### config.mk
export PLATFORM = sky130hd
export DESIGN_NAME = tt_um_lif_neuron
export DESIGN_NICKNAME = d
export VERILOG_FILES = /design/src/rtl/tt_um_lif_neuron.sv
export SDC_FILE = /design/constraint.sdc
export NUM_CORES = 1
export LEC_CHECK = 0
export BUFFER_PORTS_ARGS = -buffer_cell sky130_fd_sc_hd__buf_4
export CAP_MARGIN = 25
export CORE_MARGIN = 5
export CORE_UTILIZATION = 64
export CTS_CLUSTER_SIZE = 40
export DETAILED_ROUTE_END_ITERATION = 12
export HOLD_SLACK_MARGIN = 0.15
export PLACE_DENSITY = 0.9
export SLEW_MARGIN = 20
export SYNTH_ARGS = -nofsm -noshare
export SYNTH_HDL_FRONTEND = slang
export SYNTH_SLANG_ARGS = --single-unit
### constraint.sdc
create_clock -name clk -period 8.8 [get_ports clk]
set_input_delay 1.32 -clock clk [delete_from_list [all_inputs] [get_ports clk]]
set_output_delay 1.32 -clock clk [all_outputs]
set_load 0.02 [all_outputs]
### src/rtl/tt_um_lif_neuron.sv
// tt_um_lif_neuron
// Single leaky integrate-and-fire neuron with an adaptive threshold,
// packaged as a Tiny Tapeout user macro.
//
// Each enabled clock the 8-bit input current is added to the 8-bit membrane
// potential V after a shift-based leak. When the result reaches the effective
// threshold, the neuron does the following:
//   - emits a registered one-cycle spike,
//   - clears V,
//   - enters a refractory period,
//   - raises the adaptive threshold term.
//
// Ports:
//   clk      system clock, all state updates on the rising edge
//   rst      synchronous active-low reset
//   ena      design enable; 0 freezes the neuron state (config still writable)
//   ui_in    input current I (unsigned)
//   uo_out   [7] spike pulse, [6:0] V[7:1]
//   uio_in   config port: [7] write strobe, [6:5] select, [4:0] data
//              select 00 thresh_code, 01 leak_shift (data[2:0]),
//              select 10 refract,     11 adapt_inc
//   uio_out  tied to 0
//   uio_oe   tied to 0 (all bidirectional pins are inputs)
module tt_um_lif_neuron #(
  parameter int DEF_THRESH_CODE = 25,
  parameter int DEF_LEAK_SHIFT  = 3,
  parameter int DEF_REFRACT     = 4,
  parameter int DEF_ADAPT_INC   = 16
) (
  input  logic       clk,
  input  logic       rst,
  input  logic       ena,
  input  logic [7:0] ui_in,
  output logic [7:0] uo_out,
  input  logic [7:0] uio_in,
  output logic [7:0] uio_out,
  output logic [7:0] uio_oe
);

  localparam logic [4:0] RST_THRESH_CODE = DEF_THRESH_CODE[4:0];
  localparam logic [2:0] RST_LEAK_SHIFT  = DEF_LEAK_SHIFT[2:0];
  localparam logic [4:0] RST_REFRACT     = DEF_REFRACT[4:0];
  localparam logic [4:0] RST_ADAPT_INC   = DEF_ADAPT_INC[4:0];

  // Configuration registers
  logic [4:0] thresh_code;
  logic [2:0] leak_shift;
  logic [4:0] refract;
  logic [4:0] adapt_inc;

  // Neuron state
  logic [7:0] v;
  logic [7:0] adapt;
  logic [4:0] refract_cnt;
  logic       spike;

  // Datapath
  logic [7:0] leak;
  logic [9:0] sum_wide;
  logic [7:0] sum_sat;
  logic [8:0] theta_wide;
  logic [7:0] theta;
  logic [8:0] adapt_up_wide;
  logic [7:0] adapt_up;
  logic [7:0] adapt_dec;
  logic       fire;

  always_comb begin
    leak = '0;
    if (leak_shift != 3'd0) begin
      leak = v >> leak_shift;
    end

    // leak <= v, so the subtraction never underflows; only the add can
    // exceed 8 bits.
    sum_wide = {2'b00, v} - {2'b00, leak} + {2'b00, ui_in};
    sum_sat  = (sum_wide > 10'd255) ? 8'hFF : sum_wide[7:0];

    theta_wide = {1'b0, thresh_code, 3'b000} + {1'b0, adapt};
    theta      = theta_wide[8] ? 8'hFF : theta_wide[7:0];

    adapt_up_wide = {1'b0, adapt} + {4'b0000, adapt_inc};
    adapt_up      = adapt_up_wide[8] ? 8'hFF : adapt_up_wide[7:0];

    adapt_dec = (adapt != 8'd0) ? (adapt - 8'd1) : 8'd0;

    fire = (sum_sat >= theta);
  end

  always_ff @(posedge clk) begin
    if (!rst) begin
      thresh_code <= RST_THRESH_CODE;
      leak_shift  <= RST_LEAK_SHIFT;
      refract     <= RST_REFRACT;
      adapt_inc   <= RST_ADAPT_INC;
      v           <= '0;
      adapt       <= '0;
      refract_cnt <= '0;
      spike       <= 1'b0;
    end else begin
      // Config writes ignore ena. The new value takes effect on the next
      // cycle because the datapath reads the registered copy.
      if (uio_in[7]) begin
        case (uio_in[6:5])
          2'b00:   thresh_code <= uio_in[4:0];
          2'b01:   leak_shift  <= uio_in[2:0];
          2'b10:   refract     <= uio_in[4:0];
          default: adapt_inc   <= uio_in[4:0];
        endcase
      end

      if (ena) begin
        if (refract_cnt != 5'd0) begin
          v           <= '0;
          refract_cnt <= refract_cnt - 5'd1;
          spike       <= 1'b0;
          adapt       <= adapt_dec;
        end else if (fire) begin
          // The adapt term steps up without decaying on the spike cycle.
          v           <= '0;
          refract_cnt <= refract;
          spike       <= 1'b1;
          adapt       <= adapt_up;
        end else begin
          v     <= sum_sat;
          spike <= 1'b0;
          adapt <= adapt_dec;
        end
      end
    end
  end

  assign uo_out  = {spike, v[7:1]};
  assign uio_out = 8'h00;
  assign uio_oe  = 8'h00;

endmodule

# Word level (Yosys, flattened, before mapping)
# Cells that the tools add are included.
[classes]
n_eq_ne = 2
mux = 13
shift = 1
n_lt_le_gt_ge = 2
div_mod_pow = 0
n_reduce_logical = 11
n_bitwise = 1
add_sub_neg = 6
n_mul = 0
[ops]
columns = ["op", "n"]
rows = [
  ["8-bit 2-to-1 mux", 9],
  ["9-bit by 9-bit adder with 10-bit output", 1],
  ["10-bit by 8-bit > comparator with 1-bit output, second input constant", 1],
  ["5-bit 2-to-1 mux", 2],
  ["2-bit AND reduction", 5],
  ["8-bit by 5-bit adder with 9-bit output", 1],
  ["8-bit by 8-bit adder with 9-bit output", 1],
  ["8-bit by 8-bit subtractor with 9-bit output", 1],
  ["8-bit greater-or-equal comparator", 1],
  ["8-bit nonzero test", 1],
  ["8-bit by 3-bit right shift with 8-bit output", 1],
  ["8-bit by 1-bit subtractor with 8-bit output, second input constant", 1],
  ["5-bit nonzero test", 1],
  ["5-bit by 1-bit subtractor with 5-bit output, second input constant", 1],
  ["3-bit nonzero test", 1],
  ["3-bit OR reduction", 1],
  ["2-bit by 1-bit == test with 1-bit output, second input constant", 1],
  ["2-bit == test, second input constant", 1],
  ["2-bit zero test", 1],
  ["1-bit 2-to-1 mux", 2],
  ["2-bit nonzero test", 1],
  ["1-bit inverter", 1],
]
[word_totals]
memories = 0
mem_bits_ro = 0
mem_bits_rw = 0
regBits = 40
output_inout_bits = 24
latchBits = 0
word_cells = 44

# Logic depth before layout (Yosys ltp)
[depth]
depth_word = 9
depth_mapped = 28
depth_no_buf = 26

# Worst setup path before layout
# No wires, ideal clock.
[synth_path]
path_type = "register -> register"
from = "register leak_shift[1]"
to = "register adapt[6]"
slack_ps = 3321
arrival_time_ps = 5352
synth_period_minus_slack_ps = 5479
path_stages_with_launch = 26
setup_ps = 127
cell_sequence = "dfxtp_1 > buf_1 > mux2i_1 > a211oi_1 > a31oi_1 > a21oi_1 > a21oi_1 > ha_1 > nor2b_1 > o31ai_1 > nand2_1 > a21oi_1 > xnor2_1 > ha_1 > a21o_1 > o311a_4 > o21a_1 > or3_1 > ha_1 > nand2_1 > nor4_1 > a21oi_2 > nand2b_1 > buf_2 > nor4b_1 > o32ai_1"
[synth_via]
elab_chain_len = 9
elab_cells_between_ends = 10
classes_between = "2 x add/sub; 2 x order compare; 1 x shift; 4 x mux; 1 x reduce/logical"
[synth_rtl]
columns = ["item", "line", "rtl"]
rows = [
  ["start: declaration", "47", "logic [2:0] leak_shift;"],
  ["start signal: assignment", "106", "2'b01: leak_shift <= uio_in[2:0];"],
  ["8-bit by 3-bit right shift with 8-bit output or 3-bit nonzero test (tied branches)", "71, 70", ""],
  ["8-bit 2-to-1 mux *", "70", "if (leak_shift != 3'd0) begin"],
  ["8-bit by 8-bit subtractor with 9-bit output *", "76", "sum_wide = {2'b00, v} - {2'b00, leak} + {2'b00, ui_in};"],
  ["9-bit by 9-bit adder with 10-bit output *", "76", ""],
  ["10-bit by 8-bit > comparator with 1-bit output", "77", "sum_sat = (sum_wide > 10'd255) ? 8'hFF : sum_wide[7:0];"],
  ["8-bit 2-to-1 mux *", "77", ""],
  ["8-bit greater-or-equal comparator *", "87", "fire = (sum_sat >= theta);"],
  ["8-bit 2-to-1 mux *", "118", "end else if (fire) begin"],
  ["8-bit 2-to-1 mux *", "113", "if (refract_cnt != 5'd0) begin"],
  ["end signal: assignment", "117", "adapt <= adapt_dec;"],
  ["end signal: assignment", "123", "adapt <= adapt_up;"],
  ["end signal: assignment", "127", "adapt <= adapt_dec;"],
  ["end: declaration", "53", "logic [7:0] adapt;"],
]
# Every way passes the cells marked *; elsewhere a longest branch is shown, timed or not.
# A chain may end at the register's enable or synchronous reset.

# Final worst setup path
[layout_path]
from = "register leak_shift[1]"
to = "register v[6]"
[layout_via]
elab_chain_len = 9
elab_cells_between_ends = 10
classes_between = "2 x add/sub; 2 x order compare; 1 x shift; 4 x mux; 1 x reduce/logical"
[layout_rtl]
columns = ["item", "line", "rtl"]
rows = [
  ["8-bit by 3-bit right shift with 8-bit output or 3-bit nonzero test (tied branches)", "71, 70", ""],
  ["8-bit 2-to-1 mux *", "70", ""],
  ["8-bit by 8-bit subtractor with 9-bit output *", "76", ""],
  ["9-bit by 9-bit adder with 10-bit output *", "76", ""],
  ["10-bit by 8-bit > comparator with 1-bit output", "77", ""],
  ["8-bit 2-to-1 mux *", "77", ""],
  ["8-bit greater-or-equal comparator", "87", ""],
  ["8-bit 2-to-1 mux *", "118", ""],
  ["8-bit 2-to-1 mux *", "113", ""],
  ["end signal: assignment", "125", "v <= sum_sat;"],
  ["end: declaration", "52", "logic [7:0] v;"],
]
# Marked as above.

==> impl_metrics.yaml <==
synth:
  yosys_register_bits: 40
  synth-xor-area-share_pct: 3.59
  synth.largest_area_cell: "dfxtp_1"
  ys_types: 63
  yosys.area_share.simple_pct: 21.1
  muxShareOfSynthArea_pct: 6.63
  syn-cell-area_sq_um: 3660
  yosysSeqAreaShare_pct: 21.9
  ys_async_sr_fraction_pct: 0
  synth_flop_cell: "dfxtp_1"
  synth-adder-area-share_pct: 14.5
  yosys_warnings: 0
  synth_top_cell_area_share_pct: 21.9
  synthCells: 471
  synth_top_family_by_area: "compound AO/OA/AOI/OAI gates"
  synth_compound_area_share_pct: 22.4
  synth_edf_count: 0
  postSynthAreaPerCell_sq_um: 7.77
  synthTopCellsByArea: "dfxtp_1 22%, ha_1 12%, mux2i_1 6.0%, nor2_1 5.2%, a21oi_1 5.2%"
setup_path:
  crit_end: "v[6]"
  required_ns: 9.02
  end_kind: "register"
  r2r-start: "leak_shift[1]"
  cp_max_fo: 12
  critPathLaunch: "leak_shift[1]"
  crit_buf_inv: 0
  worstRegToRegCells: 24
  start_kind: "register"
  crit_family: "compound AO/OA/AOI/OAI gates"
  worstSetupPathType: "reg -> reg"
  critPathMostFrequentCell: "a21oi_1"
  worstReg2RegEnd: "v[6]"
  r2r_slack_ns: 2.63
  cp_num_cells: 24
  critPathArrivalTime_ns: 6.39
  path_cells: "mux2_2, nor2_1, a211oi_1, a31oi_1, a21oi_1, a21oi_1, ha_1, nor2b_1, o31ai_1, nand2_1, a21oi_1, xnor2_1, ha_1, a21o_1, o311a_4, a211oi_4, nor3_1, ha_1, nand2b_1, a2111o_1, a21oi_2, and3_1, a21oi_1, a311oi_2"
  max_stage_delay_ns: 0.57
  slowest_stage: "dfxtp_1"
floorplan:
  start_util_pct: 66.1
  num_rows: 27
  coreArea_sq_um: 5540
  die_y_microns: 85.6
  boundaryPins: 43
  dieWidth_microns: 85.6
  die-area_sq_um: 7330
worst_hold_path:
  hp-class: "reg -> reg"
cts:
  cts_buffers: 5
  cts_tree: "yes"
  insertion_delay_ns: 0.30
  holdBufCountCts: 0
  clk_path_buf_depth: 2
  cts_sinks: 40
  post_cts_buffers: 0
  root_buffer: "clkbuf_8"
  post_cts_resize_count: 0
  htree_levels: 2
  cts.clk_slew.worst_paths_ns: 0.08
global_routing:
  grt_pass1_vias: 3293
  grt_max_degree: 24
  gr-total-overflow: 0
  antenna_found_initial: 0
  track_usage_pct: 24.3
  grt_first_pass_wirelength_mm: 14.7
placement:
  place_inst: 543
  gp_congestion: 0.880
  dp_slack_ns: 2.69
  place_area_sq_um: 3760
  place_hpwl_mm: 6.50
  portBuffers: 26
sta:
  hold_violations: 0
  worst_slack_ns: 2.63
  worst_pin_slew_ns: 0.845
  skew_ns: 0.00396
  fmax_mhz: 162
  setup_violations: 0
  rsz0062_at_grt: "false"
  slew_viol_final: 0
  period_share_pct: 70.1
  slew_headroom_pct: 43.6
  final.setup.tns_ns: 0
  post-route-min-period_ns: 6.17
drt:
  dr.pass1.iters: 5
  drtAntennaViolNets: 0
  wirelength_mm: 8.69
  routed_via_density: 6.12
  vias: 3372
  drc: 0
  drtIter0Drc: 212
  wl_per_cell_microns: 15.8
job:
  cap_violations: 0
finish:
  finalNonFillerCells: 551
  nNetsFinal: 537
  final_area_sq_um: 3880
  fin_util_pct: 70.0
  n_antenna_cell: 0
  fill_cells: 425
  drive_gt1_share_pct: 10.4
  syn2layout_area_growth_pct: 5.91
pwr:
  p_per_area_nw_per_um2: 415
  leakagePower_nw: 1.78
  ir_drop_v: 0.000194
status:
  status: "finished clean"
flip-flops by register name (all words and copies together), names as in the netlist:
name,cells
thresh_code,5
refract,5
refract_cnt,5
spike,1
adapt_inc,5
leak_shift,3
adapt,8
v,8
routing by layer:
layer  global-route usage [%]  wire length [microns]
met5                        0                      0
met1                     31.4                   3890
met4                     9.64                    225
met3                     4.23                    565
met2                     40.0                   4010
cell usage after synthesis (all sizes together), types with 3 or more instances:
cell type	n
nand3b	5
nor3	12
dfxtp	40
o31ai	8
nor2	52
ha	36
clkbuf	12
a21o	7
nor3b	3
buf	30
a211oi	7
xnor2	9
mux2i	22
o21a	4
nor4b	3
fa	4
xor2	6
a21boi	5
nand2b	12
nand3	7
and3	4
o21ai	27
inv	28
nor2b	6
a21oi	39
nand2	46
where the power goes:
part           switching [mW]  internal [mW]  leakage (nW)
sequential             0.0449          0.211         0.327
combinational           0.704          0.483          1.39
clock                  0.0719         0.0928        0.0614
total                   0.821          0.787          1.78
tightest hold or removal path: stages, from the launching register on:
cell and delay [ns]:
dfxtp_1 0.32, nand2b_1 0.06, a21oi_1 0.05
worst min path at each step:
| stage | start | slack (ns) | depth (start not counted) | end |
|---|---|---|---|---|
| 2_1_floorplan | refract[2] | 0.44 | 2 | refract[2] |
| 5_1_grt | v[0] | 0.51 | 2 | v[0] |
| 4_1_cts | v[0] | 0.49 | 2 | v[0] |
| 3_3_place_gp | v[0] | 0.46 | 2 | v[0] |
| 3_5_place_dp | v[0] | 0.48 | 2 | v[0] |
| 6_report | v[0] | 0.48 | 2 | v[0] |
area by class of cell:
type | instances | area, sq um | area share [%]
clock buffer | 6 | 82.6 | 2.13
clock inverter | 2 | 38.8 | 1.00
tap | 72 | 90.1 | 2.32
multi-input combinational | 376 | 2560 | 66.0
timing repair buffer | 27 | 203 | 5.23
sequential | 40 | 801 | 20.7
inverter | 28 | 105 | 2.71
cell families after synthesis:
group / count (synthesis)
and+or+nand+nor: 159
buffers and inverters: 70
other: 1
adders and majority gates: 40
AOI/OAI and AO/OA: 122
xor gates and xnor gates: 15
DFF: 40
muxes: 24
cells in the final DEF, fill, tap and decap left out, drive strengths merged, types with 3 or more instances in the layout:
cell and count:
nor4b 3, fa 4, nand2 46, conb 16
a21boi 5, mux2i 22, nand2b 12, dfxtp 40
a21o 7, nand3 7, buf 27, inv 28
nor3b 3, nor2 52, nor2b 6, xor2 6
and3 4, xnor2 9, o21ai 27, nand3b 5
a211oi 7, nor3 12, o31ai 8, o21a 4
clkbuf 6, ha 36, a21oi 39
stage by stage:
stage	hold WS [ns]	total power, mW
3_3_place_gp	0.457	1.36
3_5_place_dp	0.476	1.42
4_1_cts	0.489	1.59
2_1_floorplan	0.439	1.19
6_report	0.483	1.61
5_1_grt	0.513	1.75
No activity file was read; power rests on OpenSTA's default activity.
